**config.mk**
```make
export PLATFORM = sky130hd
export DESIGN_NAME = branch_resolve_unit
export DESIGN_NICKNAME = d
export VERILOG_FILES = /design/src/rtl/branch_resolve_unit_pkg.sv /design/src/rtl/branch_resolve_unit_ras_stack.sv /design/src/rtl/branch_resolve_unit.sv
export SDC_FILE = /design/constraint.sdc
export NUM_CORES = 1
export LEC_CHECK = 0
export BUFFER_PORTS_ARGS = -buffer_cell sky130_fd_sc_hd__buf_2
export CAP_MARGIN = 20
export CORE_MARGIN = 4
export CORE_UTILIZATION = 50
export CTS_CLUSTER_SIZE = 25
export DETAILED_ROUTE_END_ITERATION = 10
export PLACE_DENSITY = 0.7
export SETUP_SLACK_MARGIN = 0.4
export SLEW_MARGIN = 20
export SYNTH_ARGS = -nofsm -noshare
export SYNTH_HDL_FRONTEND = slang
export SYNTH_SLANG_ARGS = --single-unit
```
**constraint.sdc**
```tcl
create_clock -name clk -period 3.4 [get_ports clk]
set_input_delay 0.68 -clock clk [delete_from_list [all_inputs] [get_ports clk]]
set_output_delay 0.68 -clock clk [all_outputs]
set_load 0.01 [all_outputs]
```
**src/rtl/branch_resolve_unit_pkg.sv**
```systemverilog
// Shared encodings for the branch resolve unit: request kinds, condition codes, PSW bits, FSM states.
// Latency: none (types and constants only); backpressure: not applicable.
package branch_resolve_unit_pkg;

   typedef enum logic [1:0] {
      KIND_JUMP = 2'b00,
      KIND_CALL = 2'b01,
      KIND_RET  = 2'b10,
      KIND_RSVD = 2'b11
   } br_kind_e;

   typedef enum logic [2:0] {
      COND_ALWAYS = 3'd0,
      COND_Z      = 3'd1,
      COND_NZ     = 3'd2,
      COND_N      = 3'd3,
      COND_NN     = 3'd4,
      COND_LE     = 3'd5,
      COND_GT     = 3'd6,
      COND_NEVER  = 3'd7
   } br_cond_e;

   localparam int PSW_Z = 0;
   localparam int PSW_N = 1;

   typedef enum logic [1:0] {
      ST_IDLE     = 2'd0,
      ST_WAIT_PSW = 2'd1,
      ST_RESOLVE  = 2'd2
   } state_e;

endpackage

```
**src/rtl/branch_resolve_unit_ras_stack.sv**
```systemverilog
// Return-address LIFO: pointer 0..DEPTH, pushes when full and pops when empty are dropped.
// Latency: push/pop visible on top next cycle; backpressure: none, caller checks full/empty.
module ras_stack #(
   parameter int WIDTH = 16,
   parameter int DEPTH = 4
) (
   input  logic             clk,
   input  logic             reset,
   input  logic             push,
   input  logic             pop,
   input  logic [WIDTH-1:0] push_data,
   output logic [WIDTH-1:0] top,
   output logic             full,
   output logic             empty
);

   localparam int IDX_W = $clog2(DEPTH);
   localparam int PTR_W = IDX_W + 1;

   logic [WIDTH-1:0] mem [DEPTH];
   logic [PTR_W-1:0] ptr;

   assign full  = (ptr == PTR_W'(DEPTH));
   assign empty = (ptr == '0);
   // ptr-1 wraps harmlessly when empty; top is only consumed when not empty
   assign top   = mem[IDX_W'(ptr - PTR_W'(1))];

   always_ff @(posedge clk or posedge reset) begin
      if (reset) begin
         ptr <= '0;
      end else if (push && !full) begin
         ptr <= ptr + PTR_W'(1);
      end else if (pop && !empty) begin
         ptr <= ptr - PTR_W'(1);
      end
   end

   always_ff @(posedge clk) begin
      if (push && !full) begin
         mem[ptr[IDX_W-1:0]] <= push_data;
      end
   end

endmodule

```
**src/rtl/branch_resolve_unit.sv**
```systemverilog
// PC holder that resolves jump/call/return requests against the PSW once pending ALU ops retire.
// Latency: accept T, resolve T+1, new PC/flush/taken/resolved at T+2; backpressure: br_ready low outside IDLE.
module branch_resolve_unit
   import branch_resolve_unit_pkg::*;
#(
   parameter int              PC_W        = 16,
   parameter int              STACK_DEPTH = 4,
   parameter logic [PC_W-1:0] RESET_PC    = '0
) (
   input  logic            clk,
   input  logic            reset,
   input  logic            pc_en,
   input  logic            br_valid,
   output logic            br_ready,
   input  logic [1:0]      br_kind,
   input  logic [2:0]      br_cond,
   input  logic [PC_W-1:0] br_target,
   input  logic [1:0]      psw_in,
   input  logic            psw_pending,
   output logic [PC_W-1:0] pc_out,
   output logic            flush,
   output logic            taken,
   output logic            resolved,
   output logic            stack_overflow,
   output logic            stack_underflow
);

   state_e          state, state_nxt;
   br_kind_e        kind_q;
   br_cond_e        cond_q;
   logic [PC_W-1:0] target_q;
   logic [PC_W-1:0] pc_q, pc_nxt;
   logic            flush_q, taken_q, resolved_q, ovf_q, unf_q;
   logic            resolve, cond_ok, taken_nxt;
   logic            push, pop, ovf_set, unf_set;
   logic            ras_full, ras_empty;
   logic [PC_W-1:0] ras_top;

   function automatic logic cond_true(input br_cond_e c, input logic [1:0] psw);
      logic z, n;
      z = psw[PSW_Z];
      n = psw[PSW_N];
      case (c)
         COND_ALWAYS: return 1'b1;
         COND_Z:      return z;
         COND_NZ:     return !z;
         COND_N:      return n;
         COND_NN:     return !n;
         COND_LE:     return n | z;
         COND_GT:     return !n & !z;
         default:     return 1'b0;
      endcase
   endfunction

   always_ff @(posedge clk or posedge reset) begin
      if (reset) begin
         state <= ST_IDLE;
      end else begin
         state <= state_nxt;
      end
   end

   always_comb begin
      state_nxt = state;
      case (state)
         ST_IDLE:     if (br_valid) state_nxt = psw_pending ? ST_WAIT_PSW : ST_RESOLVE;
         ST_WAIT_PSW: if (!psw_pending) state_nxt = ST_RESOLVE;
         ST_RESOLVE:  state_nxt = ST_IDLE;
         default:     state_nxt = ST_IDLE;
      endcase
   end

   // PSW is read live in RESOLVE: WAIT_PSW guarantees it is final by then
   always_comb begin
      resolve   = (state == ST_RESOLVE);
      cond_ok   = resolve && cond_true(cond_q, psw_in);
      push      = 1'b0;
      pop       = 1'b0;
      ovf_set   = 1'b0;
      unf_set   = 1'b0;
      taken_nxt = 1'b0;
      pc_nxt    = pc_q;
      if (state == ST_IDLE && !br_valid && pc_en) begin
         pc_nxt = pc_q + PC_W'(1);
      end
      if (cond_ok) begin
         case (kind_q)
            KIND_JUMP: begin
               taken_nxt = 1'b1;
               pc_nxt    = target_q;
            end
            KIND_CALL: begin
               taken_nxt = 1'b1;
               pc_nxt    = target_q;
               push      = !ras_full;
               ovf_set   = ras_full;
            end
            KIND_RET: begin
               if (ras_empty) begin
                  unf_set = 1'b1;
               end else begin
                  taken_nxt = 1'b1;
                  pop       = 1'b1;
                  pc_nxt    = ras_top;
               end
            end
            default: ;
         endcase
      end
   end

   always_ff @(posedge clk or posedge reset) begin
      if (reset) begin
         kind_q   <= KIND_JUMP;
         cond_q   <= COND_ALWAYS;
         target_q <= '0;
      end else if (state == ST_IDLE && br_valid) begin
         kind_q   <= br_kind_e'(br_kind);
         cond_q   <= br_cond_e'(br_cond);
         target_q <= br_target;
      end
   end

   always_ff @(posedge clk or posedge reset) begin
      if (reset) begin
         pc_q       <= RESET_PC;
         flush_q    <= 1'b0;
         taken_q    <= 1'b0;
         resolved_q <= 1'b0;
         ovf_q      <= 1'b0;
         unf_q      <= 1'b0;
      end else begin
         pc_q       <= pc_nxt;
         flush_q    <= taken_nxt;
         taken_q    <= taken_nxt;
         resolved_q <= resolve;
         ovf_q      <= ovf_q | ovf_set;
         unf_q      <= unf_q | unf_set;
      end
   end

   ras_stack #(
      .WIDTH (PC_W),
      .DEPTH (STACK_DEPTH)
   ) u_ras (
      .clk       (clk),
      .reset     (reset),
      .push      (push),
      .pop       (pop),
      .push_data (pc_q),
      .top       (ras_top),
      .full      (ras_full),
      .empty     (ras_empty)
   );

   assign br_ready        = (state == ST_IDLE);
   assign pc_out          = pc_q;
   assign flush           = flush_q;
   assign taken           = taken_q;
   assign resolved        = resolved_q;
   assign stack_overflow  = ovf_q;
   assign stack_underflow = unf_q;

endmodule

```
## Word-level counts from Yosys, hierarchy flattened

Memory sizes are Yosys's and may differ from the RTL's.
Index checks and enable logic that the tools add are counted.

| storage, ports and cells | value |
|---|---|
| output and inout bits | 22 |
| flip-flop bits (word level) | 46 |
| word-level logic and storage cells | 74 |
| bits in writable memories | 64 |
| memories kept | 1 |
| bits in read-only memories | 0 |
| input port bits | 28 |
| latch bits | 0 |

Memories:

| memory | words | bits a word | read ports | clocked after Yosys merged registers in | write ports | RTL line | text |
|---|---|---|---|---|---|---|---|
| u_ras.mem | 4 | 16 | 1 | 0 | 1 | branch_resolve_unit_ras_stack.sv:20 | `logic [WIDTH-1:0] mem [DEPTH];` |

| cells by class | value |
|---|---|
| reductions and logical operators | 18 |
| order comparisons | 0 |
| equal/unequal tests | 13 |
| divide/modulo/power cells | 0 |
| shift-type cells | 0 |
| bitwise operators | 4 |
| add/sub/neg operators | 3 |
| multiply operators | 0 |
| mux-type cells | 25 |

Operators by type and width:

| operator | number |
|---|---|
| $mux 16 | 3 |
| $pmux 16 s2 | 1 |
| $add 16x1->16 const B | 1 |
| $mux 1 | 13 |
| $eq 3x3->1 const B | 4 |
| $pmux 1 s7 | 1 |
| $eq 3x2->1 const B | 2 |
| $logic_and 1x1->1 | 6 |
| $logic_not 3->1 | 2 |
| $mux 2 | 3 |
| $mux 3 | 2 |
| $logic_not 1->1 | 5 |
| $eq 2x1->1 const B | 2 |
| $eq 2x2->1 const B | 2 |
| $logic_not 2->1 | 2 |
| $ne 2x2->1 const B | 2 |
| $pmux 2 s2 | 1 |
| $add 3x1->3 const B | 1 |
| $eq 3x1->1 const B | 1 |
| $or 1x1->1 | 3 |
| $sub 3x1->3 const B | 1 |
| $pmux 1 s2 | 1 |
| $reduce_and 2->1 | 1 |
| $reduce_bool 2->1 | 1 |
| other kinds (2) | 2 |

## Depth between registers and ports, before layout

Gate-level depths: netlist of the first run.

| depth | value |
|---|---|
| depth after elaboration | 8 |
| gate-level depth with buffers | 10 |
| mapped depth without buffers | 7 |

## Modules after synthesis

Synthesis of the first run repeated with hierarchy kept, for this count alone.

| unflattened totals | value |
|---|---|
| cell total of the unflattened synthesis | 295 |
| area, all modules | 4729.5 µm² |

Modules (own cells, without submodules):

| module | cells an instance | area an instance (µm²) | instances | sequential area each (µm²) |
|---|---|---|---|---|
| ras_stack | 116 | 2637.5 | 1 | 1996.9 |
| branch_resolve_unit | 179 | 2092.0 | 1 | 1076.0 |

## Worst setup path after synthesis of the first run

Ideal clock, no wire load.

| timing path | value |
|---|---|
| kind | register -> register |
| from | register u_ras.ptr[0] |
| to | memory u_ras.mem[3][0], enable pin |
| slack | 478 ps |
| required time | 3012 ps |
| clock period less this slack | 2922 ps |
| arrival time | 2534 ps |
| library setup time | 388 ps |
| cell stages (with the launch flop) | 8 |
| path through | dfrtp_1 buf_2 buf_2 inv_1 ha_1 a21boi_0 nand2_1 nor2_1 |

| between the ends | value |
|---|---|
| word-level cells in the longest chain between the ends | 7 |

Ends and longest elaborated chain:

| element | RTL line | text |
|---|---|---|
| from (decl) | branch_resolve_unit_ras_stack.sv:21 | `logic [PTR_W-1:0] ptr;` |
| from (signal assigned) | branch_resolve_unit_ras_stack.sv:32 | `ptr <= ptr + PTR_W'(1);` |
| from (signal assigned) | branch_resolve_unit_ras_stack.sv:34 | `ptr <= ptr - PTR_W'(1);` |
| $eq 3x3->1 | branch_resolve_unit_ras_stack.sv:23 | `assign full = (ptr == PTR_W'(DEPTH));` |
| $logic_not 1->1 | branch_resolve_unit_ras_stack.sv:39, branch_resolve_unit.sv:95 |  |
| $mux 1 | branch_resolve_unit.sv:87 | `case (kind_q)` |
| $mux 1 | branch_resolve_unit.sv:86 | `if (cond_ok) begin` |
| $logic_and 1x1->1 | branch_resolve_unit_ras_stack.sv:39 | `if (push && !full) begin` |
| $mux 1 | branch_resolve_unit_ras_stack.sv:39 |  |
| $mux 1 (implied by the code) | branch_resolve_unit_ras_stack.sv:40 | `mem[ptr[IDX_W-1:0]] <= push_data;` |
| to (decl) | branch_resolve_unit_ras_stack.sv:20 |  |

Parallel ways exist; a longest one is shown, timed or not.

## Worst setup path in the final report of the first run

| timing path | value |
|---|---|
| from | register kind_q[1] |
| to | memory u_ras.mem[0][9], enable pin |

| between the ends | value |
|---|---|
| word-level cells in the longest chain between the ends | 6 |

Ends and longest elaborated chain:

| element | RTL line | text |
|---|---|---|
| from (decl) | branch_resolve_unit.sv:29 | `br_kind_e kind_q;` |
| from (signal assigned) | branch_resolve_unit.sv:118 | `kind_q <= br_kind_e'(br_kind);` |
| $eq 2x1->1 | branch_resolve_unit.sv:87 |  |
| $mux 1 | branch_resolve_unit.sv:87 |  |
| $mux 1 | branch_resolve_unit.sv:86 |  |
| $logic_and 1x1->1 | branch_resolve_unit_ras_stack.sv:39 |  |
| $mux 1 | branch_resolve_unit_ras_stack.sv:39 |  |
| $mux 1 (implied by the code) | branch_resolve_unit_ras_stack.sv:40 |  |

Every way passes these cells.

==> results.tsv, run 1 <==
stage	metric	value	unit
outcome	outcome	complete, no violations	
route	number of optimization iterations in the first detailed-route pass	5	
flow_run	max-cap viol count	0	
yosys	post-synthesis async set-or-reset flop share	41.8	%
floorplanning	effective utilization at floorplan	51.1	%
power	largest vdd supply drop	0.328	mV
cells_and_area	area growth from synthesis to final layout	12.3	%
yosys	number of synthesized flops with an enable pin	64	
min_path	endpoint of the worst hold path	state[1]	
sta	final critical-path setup slack	975	ps
sta	number of pins exceeding their max-slew limit in the final report	0	
worst_setup_path	cell-by-cell trace of the critical path	nor2b_1 > a21boi_0 > and3_1 > buf_4	
worst_setup_path	data required time at the worst endpoint	3470	ps
worst_setup_path	endpoint type of the worst setup path	flip-flop	
global_route	global-route wire length before repair	15000	µm
global_route	remaining global-route overflow	0	
route	routed vias	2724	
min_path	depth of the worst hold-timing path	2	
sta	crit path time final	2430	ps
placement	weighted congestion reported at the end of routability-driven placement	0.828	
worst_setup_path	cell with the largest stage delay on the worst path	sky130_fd_sc_hd__dfrtp_1	
sta	Period Utilization, post-route	71.3	%
floorplanning	FP Rows	35	
global_route	via count of the first global-routing pass	2685	
yosys	mean instance size in the synthesized netlist	15.4	µm²
route	number of DRC markers after the initial detailed-route iteration	172	
route	via density per instance	5.75	
min_path	hold crit path type	in2reg	
power	sum of internal, switching and leakage power	3.81	mW
sta	post-route clock skew	12.9	ps
yosys	portion of the post-synthesis area used by sequential elements	65.4	%
route	wire length per cell	19.6	µm
clock_tree	clock transition at the register clock pins on the worst setup and hold paths after CTS	100	ps
worst_setup_path	endpoint arrival time on the critical path	2490	ps
placement	count of input and output buffers	49	
sta	worst hold slack	470	ps
global_route	Tot GR Track Use	17.7	%
cells_and_area	antenna diode count	0	
clock_tree	buffer type at the clock tree root	sky130_fd_sc_hd__clkbuf_8	
clock_tree	Inserted Clock Buffers	9	
clock_tree	count of buffers added by post-CTS timing repair for setup	0	
placement	worst slack at placement	867	ps
global_route	largest net degree at the start of global routing	47	
floorplanning	floorplan core area	9200	µm²
yosys	Yosys warning count	0	
sta	setup repair after global routing missed its margin	no	
yosys	Synth top cells by count	sky130_fd_sc_hd__edfxtp_1, sky130_fd_sc_hd__dfrtp_1, sky130_fd_sc_hd__mux2_2	
sta	Worst-Margin Slew	969	ps
cells_and_area	share of layout cells above drive strength 1	33.1	%
sta	worst max-slew margin expressed relative to the limit	35.3	%
yosys	Synth area leaders	sky130_fd_sc_hd__edfxtp_1, sky130_fd_sc_hd__dfrtp_1, sky130_fd_sc_hd__mux4_2, sky130_fd_sc_hd__mux2_2, sky130_fd_sc_hd__nor2b_1	
floorplanning	area of the die	11000	µm²
worst_setup_path	launch point of the worst path	kind_q[1]	
power	PwrDens	722	nW/µm²
clock_tree	hold buffer count at cts	0	
yosys	synthesis-stage register bit count	110	
worst_setup_path	Critical Path Source Type	flip-flop	
yosys	Cells after Synth	304	
worst_setup_path	highest fanout seen on the critical path	22	
route	post-route DRC violation count	0	
clock_tree	post-CTS sizing	0	
min_path	Worst Min Path Start	psw_pending	
floorplanning	vertical die dimension	105	µm
clock_tree	clock tree from TritonCTS	done	
placement	dpl hpwl	6360	µm
yosys	Main synth FF type	sky130_fd_sc_hd__edfxtp_1	
yosys	dominant cell type by area after synthesis	sky130_fd_sc_hd__edfxtp_1	
worst_setup_path	worst reg2reg startpoint	kind_q[1]	
sta	final hold vios	0	
worst_setup_path	setup slack, reg-to-reg	970	ps
floorplanning	Die W	105	µm
worst_setup_path	delay of the slowest cell on the worst path	620	ps
clock_tree	count of clock tree sinks	110	
worst_setup_path	cell count of the worst reg-to-reg path	4	
yosys	post-synthesis net count	338	
yosys	top-area cell type share of the netlist area	40.9	%
yosys	synth unique cells	42	
yosys	cell area after synthesis	4700	µm²
floorplanning	top-level port count	50	
worst_setup_path	capturing point of the worst reg2reg path	u_ras.mem[0][9]	
clock_tree	clock latency on the worst-skew pair	360	ps
sta	highest attainable clock frequency	0.412	GHz
clock_tree	maximum buffer depth of the clock tree	2	
sta	total negative slack for setup checks	0	ps
power	leakage power summed over all cells	2.03	nW
yosys	library cell with the highest instance count after synthesis	sky130_fd_sc_hd__edfxtp_1	
clock_tree	CTS H-tree depth	3	
cells_and_area	net total in the final layout	392	
route	Antenna Nets Post-Route	0	
sta	Final setup violation count	0	
worst_setup_path	Crit Path Category	reg2reg	
route	drt total wl	9300	µm
global_route	initial antenna violation count	0	
==> kinds of logic (layout without fill, tap and decap cells) <==
family                   count (synthesis)  in the layout  share of synthesized area, %
AO/OA/AOI/OAI                           46             46                          6.50
XOR/XNOR                                18             18                          3.36
adder cells (fa/ha/maj)                  6              6                          1.60
buffers and inverters                   21             80                          1.97
flip-flops                             110            110                          65.4
multiplexers                            37             37                          12.7
AND/OR/NAND/NOR                         66             66                          8.45
==> power by group <==
part           leakage, nW  internal (mW)  switching (mW)
clock               0.0934          0.346           0.433
sequential            1.14           1.69           0.279
combinational        0.796          0.524           0.537
total                 2.03           2.56            1.25
==> worst max path at each step <==
stage	depth (start not counted)	end	slack (ps)
floorplan	7	u_ras.mem[3][0]	480
global placement	6	pc_out[4]	950
detailed placement	6	pc_out[6]	870
CTS	4	u_ras.mem[0][8]	960
global route	4	u_ras.mem[0][8]	720
finish	4	u_ras.mem[0][9]	970
==> worst max-delay path: cells and delay by family (launching register included) <==
family	cells	cell delay, ps
buf+inv	1	260
simple gates	2	670
flops	1	620
compound gates	1	580
==> cell usage in the layout, fill, tap and decap left out, types with 2 or more instances in the layout <==
master and n:
sky130_fd_sc_hd__a21oi_1 17, sky130_fd_sc_hd__a22o_1 2, sky130_fd_sc_hd__a41o_1 2, sky130_fd_sc_hd__and3_1 6, sky130_fd_sc_hd__and4_1 2, sky130_fd_sc_hd__buf_2 49
sky130_fd_sc_hd__buf_4 8, sky130_fd_sc_hd__clkbuf_8 9, sky130_fd_sc_hd__dfrtp_1 46, sky130_fd_sc_hd__edfxtp_1 64, sky130_fd_sc_hd__ha_1 6, sky130_fd_sc_hd__inv_1 6
sky130_fd_sc_hd__inv_6 2, sky130_fd_sc_hd__mux2_2 20, sky130_fd_sc_hd__mux4_2 16, sky130_fd_sc_hd__nand2_1 15, sky130_fd_sc_hd__nand3_1 2, sky130_fd_sc_hd__nand4_1 4
sky130_fd_sc_hd__nor2_1 9, sky130_fd_sc_hd__nor2b_1 18, sky130_fd_sc_hd__nor3b_2 2, sky130_fd_sc_hd__o21ai_0 2, sky130_fd_sc_hd__o22ai_1 14, sky130_fd_sc_hd__o22ai_2 2
sky130_fd_sc_hd__xnor2_1 7, sky130_fd_sc_hd__xor2_1 11
==> layout make-up <==
cell class,count,area [µm²]
clock buffer,10,128
inverter,7,26.3
timing repair buffer,57,305
sequential,110,3070
fill,747,3920
tap,111,139
multi-input combinational,173,1540
clock inverter,6,68.8
==> sequential cells by signal, indices dropped and copies added, names as in the netlist <==
register         cells
taken                1
pc_out              16
kind_q               2
cond_q               3
stack_underflow      1
target_q            16
resolved             1
u_ras.ptr            3
stack_overflow       1
u_ras.mem           64
state                2
==> per-layer routing <==
layer / vias up / part of all wire (%) / track usage (%) / wire (µm)
li1: 1244 / - / - / -
met1: 1385 / 47 / 26.6 / 4340
met4: 0 / 1.3 / 6.00 / 123
met3: 9 / 5.1 / 2.96 / 471
met2: 86 / 47 / 26.4 / 4360
met5: - / 0 / 0 / 0
==> stage by stage <==
| step | util (%) | cells | cell area [µm²] |
|---|---|---|---|
| floorplan | - | 304 | 4700 |
| finish | 57.4 | 474 | 5280 |
| global route | 57.4 | 474 | 5280 |
| CTS | 57.4 | 474 | 5280 |
| detailed placement | 55.2 | 458 | 5080 |
| global placement | 55.2 | 458 | 5080 |
Note: power is estimated with default switching activity, not from simulation.
==> run 2, diff against run 1 <==
--- a/config.mk
+++ b/config.mk
@@ -5,13 +5,14 @@
 export SDC_FILE = /design/constraint.sdc
 export NUM_CORES = 1
 export LEC_CHECK = 0
+export ABC_AREA = 1
 export BUFFER_PORTS_ARGS = -buffer_cell sky130_fd_sc_hd__buf_2
 export CAP_MARGIN = 20
 export CORE_MARGIN = 4
 export CORE_UTILIZATION = 50
 export CTS_CLUSTER_SIZE = 25
 export DETAILED_ROUTE_END_ITERATION = 10
-export PLACE_DENSITY = 0.7
+export PLACE_DENSITY = 0.72
 export SETUP_SLACK_MARGIN = 0.4
 export SLEW_MARGIN = 20
 export SYNTH_ARGS = -nofsm -noshare
==> constraint.sdc (replaced) <==
create_clock -name clk -period 2.05 [get_ports clk]
set_input_delay 0.41 -clock clk [delete_from_list [all_inputs] [get_ports clk]]
set_output_delay 0.41 -clock clk [all_outputs]
set_load 0.01 [all_outputs]
==> results.tsv, run 2 <==
stage	metric	value	unit	change
outcome	outcome	complete, no violations		
sta	post-route clock skew	9.58	ps	-3.37 ps
worst_setup_path	cell-by-cell trace of the critical path	inv_4 > nand2_1 > a21oi_4 > nand3_4 > nor2_4 > buf_12		
cells_and_area	highest-count cells in the layout ignoring fill and taps	sky130_fd_sc_hd__nand2_1, sky130_fd_sc_hd__edfxtp_1, sky130_fd_sc_hd__buf_2, sky130_fd_sc_hd__nand3_1, sky130_fd_sc_hd__dfrtp_1		
cells_and_area	area growth from synthesis to final layout	21.4	%	
yosys	dominant cell type by area after synthesis	sky130_fd_sc_hd__edfxtp_1		
flow_run	max-cap viol count	0		unchanged
cells_and_area	utilization after layout	62.3	%	+5.0 points
sta	Period Utilization, post-route	78.5	%	+7.2 points
sta	worst hold slack	167	ps	-303 ps
route	routed vias	3760		+38%
global_route	Tot GR Track Use	20.9	%	+3.2 points
clock_tree	CTS H-tree depth	3		unchanged
clock_tree	clock latency on the worst-skew pair	360	ps	about the same
worst_setup_path	cell with the largest stage delay on the worst path	sky130_fd_sc_hd__dfrtp_2		
yosys	library cell with the highest instance count after synthesis	sky130_fd_sc_hd__nand2_1		
global_route	via count of the first global-routing pass	3662		+36%
cells_and_area	net total in the final layout	607		+55%
yosys	number of synthesized flops with an enable pin	64		unchanged
route	number of DRC markers after the initial detailed-route iteration	330		+92%
global_route	initial antenna violation count	0		unchanged
route	wire length per cell	16.8	µm	-14%
clock_tree	Inserted Clock Buffers	9		unchanged
yosys	Synth top cells by count	sky130_fd_sc_hd__nand2_1, sky130_fd_sc_hd__edfxtp_1, sky130_fd_sc_hd__dfrtp_1, sky130_fd_sc_hd__nand3_1, sky130_fd_sc_hd__nor2_1		
global_route	largest net degree at the start of global routing	47		unchanged
route	Antenna Nets Post-Route	0		unchanged
yosys	post-synthesis net count	525		+55%
clock_tree	clock tree from TritonCTS	done		
yosys	Yosys warning count	0		unchanged
clock_tree	buffer type at the clock tree root	sky130_fd_sc_hd__clkbuf_8		
yosys	post-synthesis async set-or-reset flop share	41.8	%	unchanged
worst_setup_path	Crit Path Category	reg2reg		
yosys	mean instance size in the synthesized netlist	10.2	µm²	-34%
floorplanning	Die W	108	µm	+3.1%
power	switching part of the total	39.5	%	+6.7 points
sta	Final setup violation count	0		unchanged
route	number of optimization iterations in the first detailed-route pass	6		+1
floorplanning	effective utilization at floorplan	51.3	%	+0.27 points
sta	worst max-slew margin expressed relative to the limit	61.5	%	+26 points
sta	number of pins exceeding their max-slew limit in the final report	0		unchanged
power	switching power of the nets	3.18	mW	+150%
cells_and_area	leading cell type in the layout, fill and taps excluded	sky130_fd_sc_hd__nand2_1		
sta	crit path time final	1610	ps	-815 ps
cells_and_area	antenna diode count	0		unchanged
worst_setup_path	endpoint type of the worst setup path	flip-flop		
worst_setup_path	cell count of the worst reg-to-reg path	6		+2
clock_tree	maximum buffer depth of the clock tree	2		unchanged
cells_and_area	share of layout cells above drive strength 1	30.3	%	-2.8 points
floorplanning	vertical die dimension	108	µm	+3.1%
floorplanning	top-level port count	50		unchanged
power	largest vdd supply drop	0.515	mV	+57%
power	sequential fraction of design power	39.8	%	-12 points
sta	total negative slack for setup checks	0	ps	unchanged
cells_and_area	area of combinational cells with multiple inputs	1840	µm²	+20%
power	total internal power	4.87	mW	+90%
worst_setup_path	data required time at the worst endpoint	2130	ps	-1340 ps
cells_and_area	Filler cells	788		+5.5%
sta	setup repair after global routing missed its margin	yes		
worst_setup_path	worst reg2reg startpoint	kind_q[1]		
worst_setup_path	highest fanout seen on the critical path	16		-27%
clock_tree	count of clock tree sinks	110		unchanged
worst_setup_path	capturing point of the worst reg2reg path	u_ras.mem[2][9]		
placement	instance count after placement with tap cells included	677		+48%
yosys	Synth area leaders	sky130_fd_sc_hd__edfxtp_1, sky130_fd_sc_hd__dfrtp_1, sky130_fd_sc_hd__nand2_1, sky130_fd_sc_hd__nand3_1, sky130_fd_sc_hd__nor2_1		
clock_tree	hold buffer count at cts	0		unchanged
yosys	Cells after Synth	491		+62%
power	PwrDens	1320	nW/µm²	+83%
sta	highest attainable clock frequency	0.621	GHz	+51%
power	Clk pwr share	17.4	%	-3.0 points
cells_and_area	number of standard cells in the final layout excluding fillers	711		+50%
min_path	hold crit path type	in2async		
yosys	portion of the post-synthesis area used by sequential elements	61.2	%	-4.2 points
sta	Worst-Margin Slew	578	ps	-392 ps
worst_setup_path	endpoint arrival time on the critical path	1690	ps	-800 ps
worst_setup_path	Critical Path Source Type	flip-flop		
yosys	synth unique cells	37		-12%
route	post-route DRC violation count	0		unchanged
worst_setup_path	delay of the slowest cell on the worst path	440	ps	-180 ps
yosys	cell area after synthesis	5020	µm²	+6.8%
floorplanning	floorplan core area	9770	µm²	+6.3%
placement	count of input and output buffers	49		unchanged
global_route	global-route wire length before repair	18600	µm	+23%
route	via density per instance	5.29		-8.0%
worst_setup_path	setup slack, reg-to-reg	440	ps	-530 ps
route	drt total wl	12000	µm	+29%
global_route	remaining global-route overflow	0		unchanged
floorplanning	area of the die	11700	µm²	+6.3%
placement	dpl hpwl	8230	µm	+29%
yosys	Main synth FF type	sky130_fd_sc_hd__edfxtp_1		
floorplanning	FP Rows	36		+2.9%
yosys	top-area cell type share of the netlist area	38.3	%	-2.6 points
cells_and_area	Storage cell area	3080	µm²	+0.20%
power	combinational cell fraction of total power	42.9	%	+15 points
sta	final hold vios	0		unchanged
cells_and_area	number of flip-flops under the largest register name	64		unchanged
clock_tree	clock transition at the register clock pins on the worst setup and hold paths after CTS	100	ps	about the same
power	leakage power summed over all cells	2.59	nW	+27%
power	sum of internal, switching and leakage power	8.05	mW	+110%
placement	weighted congestion reported at the end of routability-driven placement	0.899		+8.6%
yosys	synthesis-stage register bit count	110		unchanged
==> run 2: cell count changes in the layout (fill, tap and decap cells not counted), moves of 9 or more <==
cell                      before  now
sky130_fd_sc_hd__buf_4         8   26
sky130_fd_sc_hd__inv_1         6   29
sky130_fd_sc_hd__inv_2         1   10
sky130_fd_sc_hd__mux4_2       16    0
sky130_fd_sc_hd__nand2_1      15  122
sky130_fd_sc_hd__nand3_1       2   43
sky130_fd_sc_hd__nor2_1        9   39
sky130_fd_sc_hd__nor2_4        0   12
sky130_fd_sc_hd__nor2b_1      18    0
sky130_fd_sc_hd__o21ai_0       2   15
==> run 2: power by group through the flow <==
stage	Clock, mW	Combinational [mW]	Sequential [mW]
finish	1.40	3.45	3.20
floorplan	0	1.82	3.25
detailed placement	0	2.83	3.29
global placement	0	2.80	3.27
global route	1.52	3.74	3.25
CTS	1.41	3.05	3.19
==> run 2: kinds of logic (layout without fill, tap and decap cells) <==
kind of cell	count (synthesis)	in the layout	share of synthesized area (%)
DFF	110	110	61.2
adders and majority gates	6	6	1.50
and+or+nand+nor	241	242	21.6
muxes	13	13	2.89
xor gates and xnor gates	7	7	1.22
buffers and inverters	60	146	5.34
AOI/OAI and AO/OA	54	54	6.21
==> run 2: worst max-delay path by stage <==
stage / end / from / slack [ps]
2_1_floorplan: u_ras.mem[0][0] / u_ras.ptr[0] / 190
3_3_place_gp: u_ras.mem[0][11] / kind_q[1] / 290
3_5_place_dp: u_ras.mem[2][2] / psw_in[1] / 240
4_1_cts: u_ras.mem[2][9] / u_ras.ptr[0] / 390
5_1_grt: u_ras.mem[3][3] / u_ras.ptr[0] / 370
6_report: u_ras.mem[2][9] / kind_q[1] / 440
==> run 2: what timing repair did <==
action	4_1_cts	5_1_grt
endpoints found under the setup margin	89	84
gates resized for setup	11	38
buffers inserted	8	8
cloned	0	2
pin swaps	1	10
==> run 2: per-layer routing <==
metal  share of wire [%]  vias up  global-route usage, %
met1                  42     1776                   28.4
met5                   0        -                      0
met4                 2.1        0                   6.76
met2                  48      164                   33.8
li1                    -     1795                      -
met3                 7.4       25                   4.54
==> run 2: cell type report <==
class | count | area share (%)
Clock buffer | 10 | 2.09
Clock inverter | 6 | 1.40
Inverter | 42 | 2.75
Multi-Input combinational cell | 322 | 30.3
Sequential cell | 110 | 50.5
Tap cell | 133 | 2.73
Timing Repair Buffer | 88 | 10.2
==> run 2: critical path: cells and delay by family, from the launching register on <==
kind	cells	cell delay (ps)
buffers and inverters	2	280
AO/OA/AOI/OAI	1	170
AND/OR/NAND/NOR	3	420
flip-flops	1	440
==> run 2: stage by stage <==
stage | cell area (µm²) | setup slack (ps)
after global placement | 5580 | 286
after CTS | 5880 | 391
after floorplan | 5100 | 186
final | 6090 | 440
after detailed placement | 5580 | 241
after global routing | 6090 | 367
